### config.mk
export PLATFORM = sky130hd
export DESIGN_NAME = single_cycle_cpu
export DESIGN_NICKNAME = d
export VERILOG_FILES = /design/src/rtl/single_cycle_cpu.sv
export SDC_FILE = /design/constraint.sdc
export NUM_CORES = 1
export LEC_CHECK = 0
export BUFFER_PORTS_ARGS = -buffer_cell sky130_fd_sc_hd__buf_2
export CAP_MARGIN = 20
export CORE_MARGIN = 3
export CORE_UTILIZATION = 65
export DETAILED_ROUTE_END_ITERATION = 10
export PLACE_DENSITY = 0.81
export SLEW_MARGIN = 20
export SYNTH_ARGS = -nofsm -noshare
export SYNTH_HDL_FRONTEND = slang
export SYNTH_SLANG_ARGS = --single-unit
### constraint.sdc
create_clock -name clk -period 4.3 [get_ports clk]
set_input_delay 0.645 -clock clk [delete_from_list [all_inputs] [get_ports clk]]
set_output_delay 0.645 -clock clk [all_outputs]
set_load 0.02 [all_outputs]
### src/rtl/single_cycle_cpu.sv
// single_cycle_cpu: UART-fed subtractive GCD engine; shows operands on 7-seg, result on LEDs and echoes it over UART.
// Optional DISPLAY_SWITCH_EN: switch[7]=1 shows result on digi4/digi3 and switch value on digi2/digi1.
module single_cycle_cpu #(
   parameter int clks_per_bit = 5208
) (
   input  logic       clk,
   input  logic       reset,
   input  logic [7:0] switch,
   output logic [6:0] digi1,
   output logic [6:0] digi2,
   output logic [6:0] digi3,
   output logic [6:0] digi4,
   output logic [7:0] led,
   output logic       txd,
   input  logic       rxd
);
   localparam int cw = $clog2(clks_per_bit);
   localparam logic [cw-1:0] bit_end = cw'(clks_per_bit - 1);
   localparam logic [cw-1:0] half_end = cw'(clks_per_bit / 2 - 1);
   typedef enum logic [1:0] {WAIT_A, WAIT_B, CALC, SEND} state_t;
   typedef enum logic [1:0] {RX_IDLE, RX_START, RX_DATA, RX_STOP} rx_t;
   state_t state, state_nx;
   rx_t rx_st;
   logic [1:0] rxd_sy;
   logic rxd_q, rx_valid, rx_set, tx_busy, tx_done, tx_go, ld_a, ld_b, calc_done;
   logic [cw-1:0] rx_cnt, tx_cnt;
   logic [2:0] rx_bit;
   logic [3:0] tx_bit;
   logic [7:0] rx_sh, hold, a, b, ga, gb, result, gcd;
   logic [8:0] tx_sh;

   function automatic logic [6:0] hex7(input logic [3:0] v);
      case (v)
         4'h0: hex7 = 7'b1000000;
         4'h1: hex7 = 7'b1111001;
         4'h2: hex7 = 7'b0100100;
         4'h3: hex7 = 7'b0110000;
         4'h4: hex7 = 7'b0011001;
         4'h5: hex7 = 7'b0010010;
         4'h6: hex7 = 7'b0000010;
         4'h7: hex7 = 7'b1111000;
         4'h8: hex7 = 7'b0000000;
         4'h9: hex7 = 7'b0010000;
         4'ha: hex7 = 7'b0001000;
         4'hb: hex7 = 7'b0000011;
         4'hc: hex7 = 7'b1000110;
         4'hd: hex7 = 7'b0100001;
         4'he: hex7 = 7'b0000110;
         default: hex7 = 7'b0001110;
      endcase
   endfunction

   // rxd_q holds the previous synchronized sample for start-edge detection
   always_ff @(posedge clk or negedge reset)
      if (!reset) begin
         rxd_sy <= 2'b11;
         rxd_q <= 1'b1;
      end else begin
         rxd_sy <= {rxd_sy[0], rxd};
         rxd_q <= rxd_sy[1];
      end

   assign rx_set = rx_st == RX_STOP && rx_cnt == bit_end && rxd_sy[1];

   always_ff @(posedge clk or negedge reset)
      if (!reset) begin
         rx_st <= RX_IDLE;
         rx_cnt <= '0;
         rx_bit <= '0;
         rx_sh <= '0;
      end else begin
         case (rx_st)
            RX_IDLE: begin
               rx_cnt <= '0;
               rx_bit <= '0;
               if (rxd_q && !rxd_sy[1]) rx_st <= RX_START;
            end
            RX_START:
               if (rx_cnt == half_end) begin
                  rx_cnt <= '0;
                  rx_st <= rxd_sy[1] ? RX_IDLE : RX_DATA;
               end else rx_cnt <= rx_cnt + 1'b1;
            RX_DATA:
               if (rx_cnt == bit_end) begin
                  rx_cnt <= '0;
                  rx_sh <= {rxd_sy[1], rx_sh[7:1]};
                  rx_bit <= rx_bit + 1'b1;
                  if (rx_bit == 3'd7) rx_st <= RX_STOP;
               end else rx_cnt <= rx_cnt + 1'b1;
            default:
               if (rx_cnt == bit_end) rx_st <= RX_IDLE;
               else rx_cnt <= rx_cnt + 1'b1;
         endcase
      end

   // a fresh byte wins over a same-cycle consume so nothing is dropped
   always_ff @(posedge clk or negedge reset)
      if (!reset) begin
         hold <= '0;
         rx_valid <= 1'b0;
      end else if (rx_set) begin
         hold <= rx_sh;
         rx_valid <= 1'b1;
      end else if (ld_a || ld_b) rx_valid <= 1'b0;

   always_ff @(posedge clk or negedge reset)
      if (!reset) state <= WAIT_A;
      else state <= state_nx;

   always_comb begin
      state_nx = state;
      case (state)
         WAIT_A: if (rx_valid) state_nx = WAIT_B;
         WAIT_B: if (rx_valid) state_nx = CALC;
         CALC: if (calc_done) state_nx = SEND;
         default: if (tx_done) state_nx = WAIT_A;
      endcase
   end

   always_comb begin
      ld_a = state == WAIT_A && rx_valid;
      ld_b = state == WAIT_B && rx_valid;
      tx_go = state == CALC && calc_done;
   end

   assign calc_done = ga == 8'd0 || gb == 8'd0 || ga == gb;
   assign gcd = ga == 8'd0 ? gb : ga;

   always_ff @(posedge clk or negedge reset)
      if (!reset) {a, b, ga, gb, result} <= '0;
      else begin
         if (ld_a) a <= hold;
         if (ld_b) begin
            b <= hold;
            ga <= a;
            gb <= hold;
         end else if (state == CALC && !calc_done) begin
            if (ga > gb) ga <= ga - gb;
            else gb <= gb - ga;
         end
         if (tx_go) result <= gcd;
      end

   assign led = result;
   assign tx_done = tx_busy && tx_cnt == bit_end && tx_bit == 4'd9;

   // tx_sh holds the data bits still to send followed by the stop bit
   always_ff @(posedge clk or negedge reset)
      if (!reset) begin
         tx_busy <= 1'b0;
         txd <= 1'b1;
         tx_cnt <= '0;
         tx_bit <= '0;
         tx_sh <= '1;
      end else if (tx_go) begin
         tx_busy <= 1'b1;
         txd <= 1'b0;
         tx_cnt <= '0;
         tx_bit <= '0;
         tx_sh <= {1'b1, gcd};
      end else if (tx_busy) begin
         if (tx_cnt != bit_end) tx_cnt <= tx_cnt + 1'b1;
         else begin
            tx_cnt <= '0;
            tx_bit <= tx_bit + 4'd1;
            txd <= tx_sh[0];
            tx_sh <= {1'b1, tx_sh[8:1]};
            if (tx_bit == 4'd9) begin
               tx_busy <= 1'b0;
               txd <= 1'b1;
            end
         end
      end

`ifdef DISPLAY_SWITCH_EN
   logic [7:0] sw_s1, sw_s2;
   always_ff @(posedge clk or negedge reset)
      if (!reset) {sw_s1, sw_s2} <= '0;
      else begin
         sw_s1 <= switch;
         sw_s2 <= sw_s1;
      end
   assign digi4 = hex7(sw_s2[7] ? result[7:4] : a[7:4]);
   assign digi3 = hex7(sw_s2[7] ? result[3:0] : a[3:0]);
   assign digi2 = hex7(sw_s2[7] ? sw_s2[7:4] : b[7:4]);
   assign digi1 = hex7(sw_s2[7] ? sw_s2[3:0] : b[3:0]);
`else
   assign digi4 = hex7(a[7:4]);
   assign digi3 = hex7(a[3:0]);
   assign digi2 = hex7(b[7:4]);
   assign digi1 = hex7(b[3:0]);
`endif
endmodule

Word level (Yosys, flattened, before mapping). Memories as Yosys holds them, arrays and structs flattened. Index checks and enable logic that the tools add are counted.

Output and inout port bits: 37. Register bits after elaboration: 108. Bits in read-only memories: 448. Memories: 4. Logic and storage cells: 128. Input port bits: 11.

Memory list: (no name shown) (words 16, bits a word 7, read ports 1, clocked after Yosys merged registers in 0, wr ports 0, line 33) `case (v)`; (no name shown) (words 16, bits a word 7, read ports 1, clocked after Yosys merged registers in 0, wr ports 0, line 33); (no name shown) (words 16, bits a word 7, read ports 1, clocked after Yosys merged registers in 0, wr ports 0, line 33); (no name shown) (words 16, bits a word 7, read ports 1, clocked after Yosys merged registers in 0, wr ports 0, line 33).

Add/subtract/negate cells: 6. Mux-type cells: 44. Magnitude comparators: 1. Reductions and logical operators: 32. Equality and inequality tests: 22.

Operator list (number): $mux W13 (6); $mux W8 (7); $pmux W13 S3 (1); $mux W9 (3); $add A13 B1 Y13 const B (2); $eq A13 B13 Y1 const B (2); $mux W2 (10); $ne A2 B2 Y1 const B (9); $logic_not A8 Y1 (2); $sub A8 B8 Y8 (2); $eq A13 B12 Y1 const B (1); $ne A13 B13 Y1 const B (1); $mux W4 (3); $pmux W2 S3 (2); $mux W1 (10); $reduce_and A2 Y1 (5); $reduce_bool A2 Y1 (5); $logic_and A1 B1 Y1 (9); $eq A8 B8 Y1 (1); $gt A8 B8 Y1 (1); $eq A2 B2 Y1 const B (3); $pmux W3 S2 (1); $reduce_and A5 Y1 (1); $add A4 B1 Y4 const B (1); 12 further kinds (17).

Longest topological paths before layout. Gate-level depths: netlist of run 1.

Word-level depth: 7. Mapped depth: 11. Depth with buffers taken out: 9.

Worst setup path before layout of run 1. OpenSTA, ideal clock, no wires.

Path type: flip-flop to flip-flop. Start point: register ga[0]. End point: register ga[6]. Required time: 4.213 ns. Library setup time: 0.087 ns. Path buffers: 1. Cell stages (with the launch flop): 11. Clock period less this slack: 2.482 ns. Arrival: 2.395 ns. Slack: 1.818 ns. Path through: dfrtp_1 > inv_1 > ha_1 > fa_1 > nand2b_1 > a21oi_1 > a221oi_1 > or2_1 > buf_2 > or4b_1 > o211ai_1.

Cells in the longest elaborated chain, start to end: 7. Elaborated cells on any way between the ends: 14. Those cells by class: add/sub (1); order compare (1); eq/ne (1); mux (3); reduce/logical (8).

RTL lines: start: declaration (line 29) `logic [7:0] rx_sh, hold, a, b, ga, gb, result, gcd;`; start signal: assignment (line 138) `if (ga > gb) ga <= ga - gb;`; branches (longest 7 deep; another with $sub A8 B8 Y8).

Parallel ways; which one is timed is not known. The select of a mux whose other input is x is not followed. A chain may end at the register's enable or synchronous reset.

Worst setup path after layout of run 1.
Start point: register ga[5]. End point: register result[0] (netlist: led[0]).

Cells in the longest elaborated chain, start to end: 4. Elaborated cells on any way between the ends: 6. Those cells by class: eq/ne (1); mux (1); reduce/logical (4).

RTL lines: $logic_not A8 Y1 (line 126, 127); $logic_or A1 B1 Y1 (2 in series) (line 126) `assign calc_done = ga == 8'd0 || gb == 8'd0 || ga == gb;`; $logic_and A1 B1 Y1 (line 123) `tx_go = state == CALC && calc_done;`; end signal: assignment (line 141) `if (tx_go) result <= gcd;`; end: declaration (line 29).

Parallel ways exist; a longest one is shown, timed or not.

==> metrics.yaml, run 1 <==
synth_top_area_cell: "dfrtp_1"
maxCapViolCount: 0
slew_viol_final: 0
drt_iter0_markers: 277
rows: 36
ctsHoldBuffers: 0
io_buffers: 39
synthTopCellsByArea: "dfrtp_1 (36%), ha_1 (10%), dfstp_2 (4.8%)"
start_util_pct: 67.4
die_y_um: 107
path_class: "reg -> reg"
power_density_nw_per_um2: 278
slowest_delay_ns: 0.56
synthFlopType: "dfrtp_1"
grt_use_total_pct: 26.1
critical_path_arrival_ns: 3.17
clock_latency_ns: 0.40
cts.root.buffer_cell: "clkbuf_8"
grt_pass1_wl_mm: 23.7
clkSinkCount: 107
area_growth_pct: 7.29
tightestPinTransition_ns: 0.964
cts_setup_buffers: 0
hold_viol: 0
yosysSeqAreaShare_pct: 40.7
cp_cell_sequence: "inv_1, ha_1, nand4_1, or2_2, nand3b_1, nand2_1, a211oi_1, nor2_1"
clk_pin_slew_ns: 0.11
die_area_um2: 11400
fin_crit_ns: 2.92
viasPerCell: 5.97
synth_top_area_share_pct: 35.9
cts_tree: "yes"
grt_overflow: 0
setup_viol: 0
synth-edff-count: 0
avgSynthCellArea_um2: 9.41
synthCells: 704
outcome: "complete, no violations"
wl_per_cell_um: 16.2
die_w_um: 107
finClkSkew_ns: 0.0147
synth-seq-cells: 107
grt_max_degree: 86
cp-start-kind: "flip-flop"
ant_nets: 0
ys_top_cells_by_count: "dfrtp_1 (95), nand2_1 (76), nor2_1 (70)"
synthesis.area_um2: 6620
fmax_mhz: 343
max_slew_margin_pct: 35.7
rsz0062_at_grt: "no"
cts_resized: 0
leakage_uw: 0.00341
num_vias: 5179
drc: 0
dp_hpwl_mm: 10.1
drive_gt1_share_pct: 15.7
first_pass_iters: 5
period_share_pct: 67.9
cts_inserted_buffers: 9
whs_ns: 0.278
pin_count: 48
ff2ff_setup_slack_ns: 1.38
yosysMostFrequentCell: "dfrtp_1"
crit_path_top_delay_cell: "a211oi_1"
cp.required_ns: 4.56
grt_pass1_vias: 4911
yosysWarnings: 0
ys_types: 69
crit_fanout: 17
cts_buffer_depth: 2
fin_setup_tns_ns: 0
core_area_um2: 9820
antenna_found_initial: 0
place.gp.congestion: 0.928
peakVddDrop_uv: 330
endpoint_kind: "flip-flop"
h-tree-depth: 3
fin_nets: 796
wl_mm: 14.1
hold_class: "in -> async"
async_flop_share_pct: 100
syn_nets: 771
antennaDiodeCount: 0
-- sequential cells by signal (all words and copies together), names as in the netlist, 3 cells and up --
register and count:
rx_bit 3, rx_sh 8, tx_cnt 13, tx_bit 4
led 8, ga 8, b 8, a 8
tx_sh 8, gb 8, rx_cnt 13, hold 8
-- critical path, delay by kind of cell, from the launching register on --
family / cells / cell delay [ns]
buf+inv: 1 / 0.07
flops: 1 / 0.46
compound gates: 1 / 0.56
fa+ha+maj: 1 / 0.49
simple gates: 5 / 1.18
-- final timing paths --
kind / startpoint / to / depth (start not counted)
worst max register to register: ga[5] / led[0] / 8
max in group asynchronous: reset / tx_sh[4] / 2
min in group clk: rxd / rxd_sy[0] / 1
worst min register to register: rxd_sy[0] / rxd_sy[1] / 0
worst max-delay path: ga[5] / led[0] / 8
worst min-delay path: reset / b[4] / 1
-- logic make-up after synthesis --
group / share of synthesized area (%)
adders and majority gates: 10.8
muxes: 7.69
xor gates and xnor gates: 2.51
buffers and inverters: 4.19
and+or+nand+nor: 20.1
AOI/OAI and AO/OA: 14.0
DFF: 40.7
-- cell type report --
cell class                 count  area (µm²)
clock buffer                  10         138
fill                         771        2720
sequential                   107        2690
inverter                      41         154
timing repair buffer          40         209
multi-input combinational    530        3650
clock inverter                 6        93.8
tap                          133         166
-- metal layers --
layer | wire length [µm] | track usage [%]
met5 | 0 | 0
met4 | 155 | 6.12
met3 | 597 | 6.32
met2 | 6790 | 41.7
met1 | 6520 | 36.5
-- report_power, final --
part | total, µW | switching (µW) | internal (µW) | leakage [µW]
clock network | 712 | 362 | 350 | 0.000114
logic | 209 | 138 | 71.6 | 0.00184
registers | 1050 | 25.2 | 1030 | 0.00145
total | 1970 | 525 | 1450 | 0.00341
-- through the flow --
step           worst slack (ns)  power [µW]  cells  util [%]  area [µm²]
2_1_floorplan              1.82        1230    704         -        6620
5_1_grt                    1.20        2060    867      72.3        7100
3_3_place_gp               1.56        1270    851      70.0        6870
4_1_cts                    1.41        1990    867      72.3        7100
6_report                   1.38        1970    867      72.3        7100
3_5_place_dp               1.48        1280    851      70.0        6870
-- cells in the final DEF (no fill, tap or decap), types with 12 or more instances in the layout --
| cell type | Yosys | final |
|---|---|---|
| nor3_1 | 12 | 12 |
| o21ai_0 | 42 | 42 |
| mux2i_1 | 16 | 16 |
| mux2_2 | 25 | 25 |
| ha_1 | 54 | 54 |
| dfrtp_1 | 95 | 95 |
| nand2_1 | 76 | 76 |
| dfstp_2 | 12 | 12 |
| xor2_1 | 13 | 13 |
| inv_1 | 40 | 40 |
| nor2b_1 | 13 | 13 |
| a21oi_1 | 28 | 28 |
| nor2_1 | 70 | 70 |
| a31oi_1 | 12 | 12 |
| nand3_1 | 21 | 21 |
| buf_2 | 6 | 38 |
Note: power is estimated with default switching activity, not from simulation.
==> run 2: changes to the inputs <==
Settings changed: ABC_AREA from default to 1, CORE_UTILIZATION 65 to 56, PLACE_DENSITY 0.81 to 0.74.
Clock period 4.3 ns to 2.5 ns, I/O delays scaled along.
==> run 2 against run 1 <==
Worst setup slack lost 1.2 ns. Die area is 25% higher. Non-clock buffer count increased by 9. Highest routed layer unchanged. Largest cell class unchanged. Sequential power up 71%. Global-route usage fell by 3.3 points. Critical path depth fell by 4.
==> metrics.yaml, run 2 <==
die_w_um: 119  # +12%
finClkSkew_ns: 0.0122  # -0.00249 ns
preCtsSetupSlack_ns: 0.329  # -1.15 ns
maxCapViolCount: 0  # unchanged
max_slew_margin_pct: 59.0  # +23 points
synth-edff-count: 0  # unchanged
synthesis.area_um2: 7200  # +8.7%
ys_types: 42  # -39%
fin_nets: 1108  # +39%
path_class: "reg -> out"
async_flop_share_pct: 100  # unchanged
cts_resized: 0  # unchanged
power_density_nw_per_um2: 462  # +66%
first_pass_iters: 5  # unchanged
total_power_uw: 3640  # +84%
r2r.worst_path.cells: 13  # +5
synth-seq-cells: 107  # unchanged
cts.root.buffer_cell: "clkbuf_16"
pin_count: 48  # unchanged
slew_viol_final: 0  # unchanged
num_vias: 6423  # +24%
rows: 40  # +11%
dp_hpwl_mm: 11.6  # +14%
drive_gt1_share_pct: 9.94  # -5.7 points
yosysMostFrequentCell: "nand2_1"
io_buffers: 39  # unchanged
final_common_cell: "nand2_1"
yosysSeqAreaShare_pct: 37.4  # -3.2 points
antennaDiodeCount: 0  # unchanged
die_y_um: 119  # +12%
grt_use_total_pct: 22.9  # -3.3 points
start_util_pct: 58.7  # -8.7 points
viasPerCell: 5.29  # -11%
hold-path-cell-count: 1
place.gp.congestion: 0.913  # -1.6%
die_area_um2: 14200  # +25%
cp.required_ns: 2.12  # -2.44 ns
reg_top3: "rx_cnt (13), tx_cnt (13)"
final_cell_mix: "nand2_1 (335), inv_1 (122), dfrtp_1 (95), nand3_1 (93), nor2_1 (76)"
setup_viol: 0  # unchanged
wl_per_cell_um: 12.9  # -20%
core_area_um2: 12300  # +25%
setup_ws_ns: 0.171  # -1.21 ns
fin_setup_tns_ns: 0  # unchanged
grt_overflow: 0  # unchanged
synthFlopType: "dfrtp_1"
critical_path_arrival_ns: 1.95  # -1.22 ns
hold_class: "in -> reg"
area_growth_pct: 9.46
synthCells: 1010  # +43%
synth_top_area_cell: "dfrtp_1"
tightestPinTransition_ns: 0.615  # -0.349 ns
cts_buffer_depth: 2  # unchanged
peakVddDrop_uv: 674  # +100%
grt_pass1_wl_mm: 27.0  # +14%
fin_crit_ns: 2.33
final_core_util_pct: 64.2  # -8.1 points
cts_tree: "yes"
grt_max_degree: 50  # -42%
syn_nets: 1077  # +40%
leakage_uw: 0.00433  # +27%
endpoint_kind: "output pin"
clock_latency_ns: 0.36  # -0.04 ns
clkSinkCount: 107  # unchanged
ant_nets: 0  # unchanged
yosysWarnings: 0  # unchanged
antenna_found_initial: 0  # unchanged
h-tree-depth: 3  # unchanged
cts_inserted_buffers: 9  # unchanged
crit_fanout: 8  # -9
drc: 0  # unchanged
rsz0062_at_grt: "no"
fmax_mhz: 429
synthTopCellsByArea: "dfrtp_1 (33%), nand2_1 (17%), ha_1 (9.4%)"
avgSynthCellArea_um2: 7.12  # -24%
final_area_um2: 7880  # +11%
grt_pass1_vias: 5822  # +19%
outcome: "complete, no violations"
ys_top_cells_by_count: "nand2_1 (335), inv_1 (122), dfrtp_1 (95)"
synth_top_area_share_pct: 33.0  # -2.9 points
period_share_pct: 93.1
dpl_cell_area_um2: 7560  # +10%
drt_iter0_markers: 492  # +78%
cp-start-kind: "flip-flop"
fillers: 1113  # +44%
hold_viol: 0  # unchanged
wl_mm: 15.7  # +12%
clk_pin_slew_ns: 0.08  # -0.03 ns
run 2: cell types whose count changed after synthesis, sizes merged, moves of 10 or more:
cell | previous run | this run
a31oi | 12 | 0
nand2b | 11 | 0
nand3 | 22 | 95
inv | 40 | 125
nor2b | 13 | 0
mux2i | 16 | 0
nand4 | 7 | 28
mux2 | 25 | 0
nand2 | 77 | 344
a21oi | 28 | 39
a21o | 10 | 0
o21ai | 43 | 61
run 2: power by group:
part	switching [µW]	internal [µW]
logic	233	110
clock network	691	800
registers	37.9	1760
run 2: layout make-up:
type                    count  area (µm²)  share of cell area [%]
clock buffers              10         229                    2.91
flip-flops and latches    107        2690                    34.2
repair buffers             49         300                    3.81
multi-input cells         748        3890                    49.5
well taps                 168         210                    2.67
clock inverters             6        76.3                   0.969
inverters                 126         473                    6.00
run 2: logic make-up (layout without fill, tap and decap cells):
kind of cell	Yosys count	count (layout)	share of synthesized area (%)
AND/OR/NAND/NOR	562	562	33.8
buffers and inverters	155	191	8.45
AO/OA/AOI/OAI	125	125	9.74
flip-flops	107	107	37.4
adder cells (fa/ha/maj)	56	56	9.95
XOR/XNOR	5	5	0.609
run 2: routing by layer:
| layer | routed length [µm] | track usage [%] | share of wire [%] |
|---|---|---|---|
| met2 | 7150 | 35.4 | 46 |
| met4 | 235 | 5.73 | 1.5 |
| met1 | 7650 | 32.6 | 49 |
| met5 | 0 | 0 | 0 |
| met3 | 662 | 5.22 | 4.2 |
run 2: worst paths after layout:
kind	from	endpoint	slack (ns)
hold reg to reg	rxd_sy[0]	rxd_sy[1]	0.36
max in group asynchronous	reset	tx_sh[1]	1.24
setup / recovery	a[0]	digi3[3]	0.17
setup reg to reg	ga[0]	gb[7]	0.32
hold / removal	rxd	rxd_sy[0]	0.11
min in group asynchronous	reset	gb[5]	0.51
run 2: what timing repair did:
item	in CTS	in global routing
setup buffers	0	0
hold endpoints to repair	28	0
hold buffers	1	0
run 2: critical path: stages, from the launching register on:
cell	delay, ns
dfrtp_1	0.41
inv_1	0.25
ha_1	0.31
o311ai_0	0.38
buf_2	0.24
run 2: through the flow:
stage	hold slack, ns	cells
6_report	0.114	1214
2_1_floorplan	0.0794	1010
3_5_place_dp	0.355	1197
5_1_grt	0.0970	1214
4_1_cts	0.0981	1214
3_3_place_gp	0.347	1197
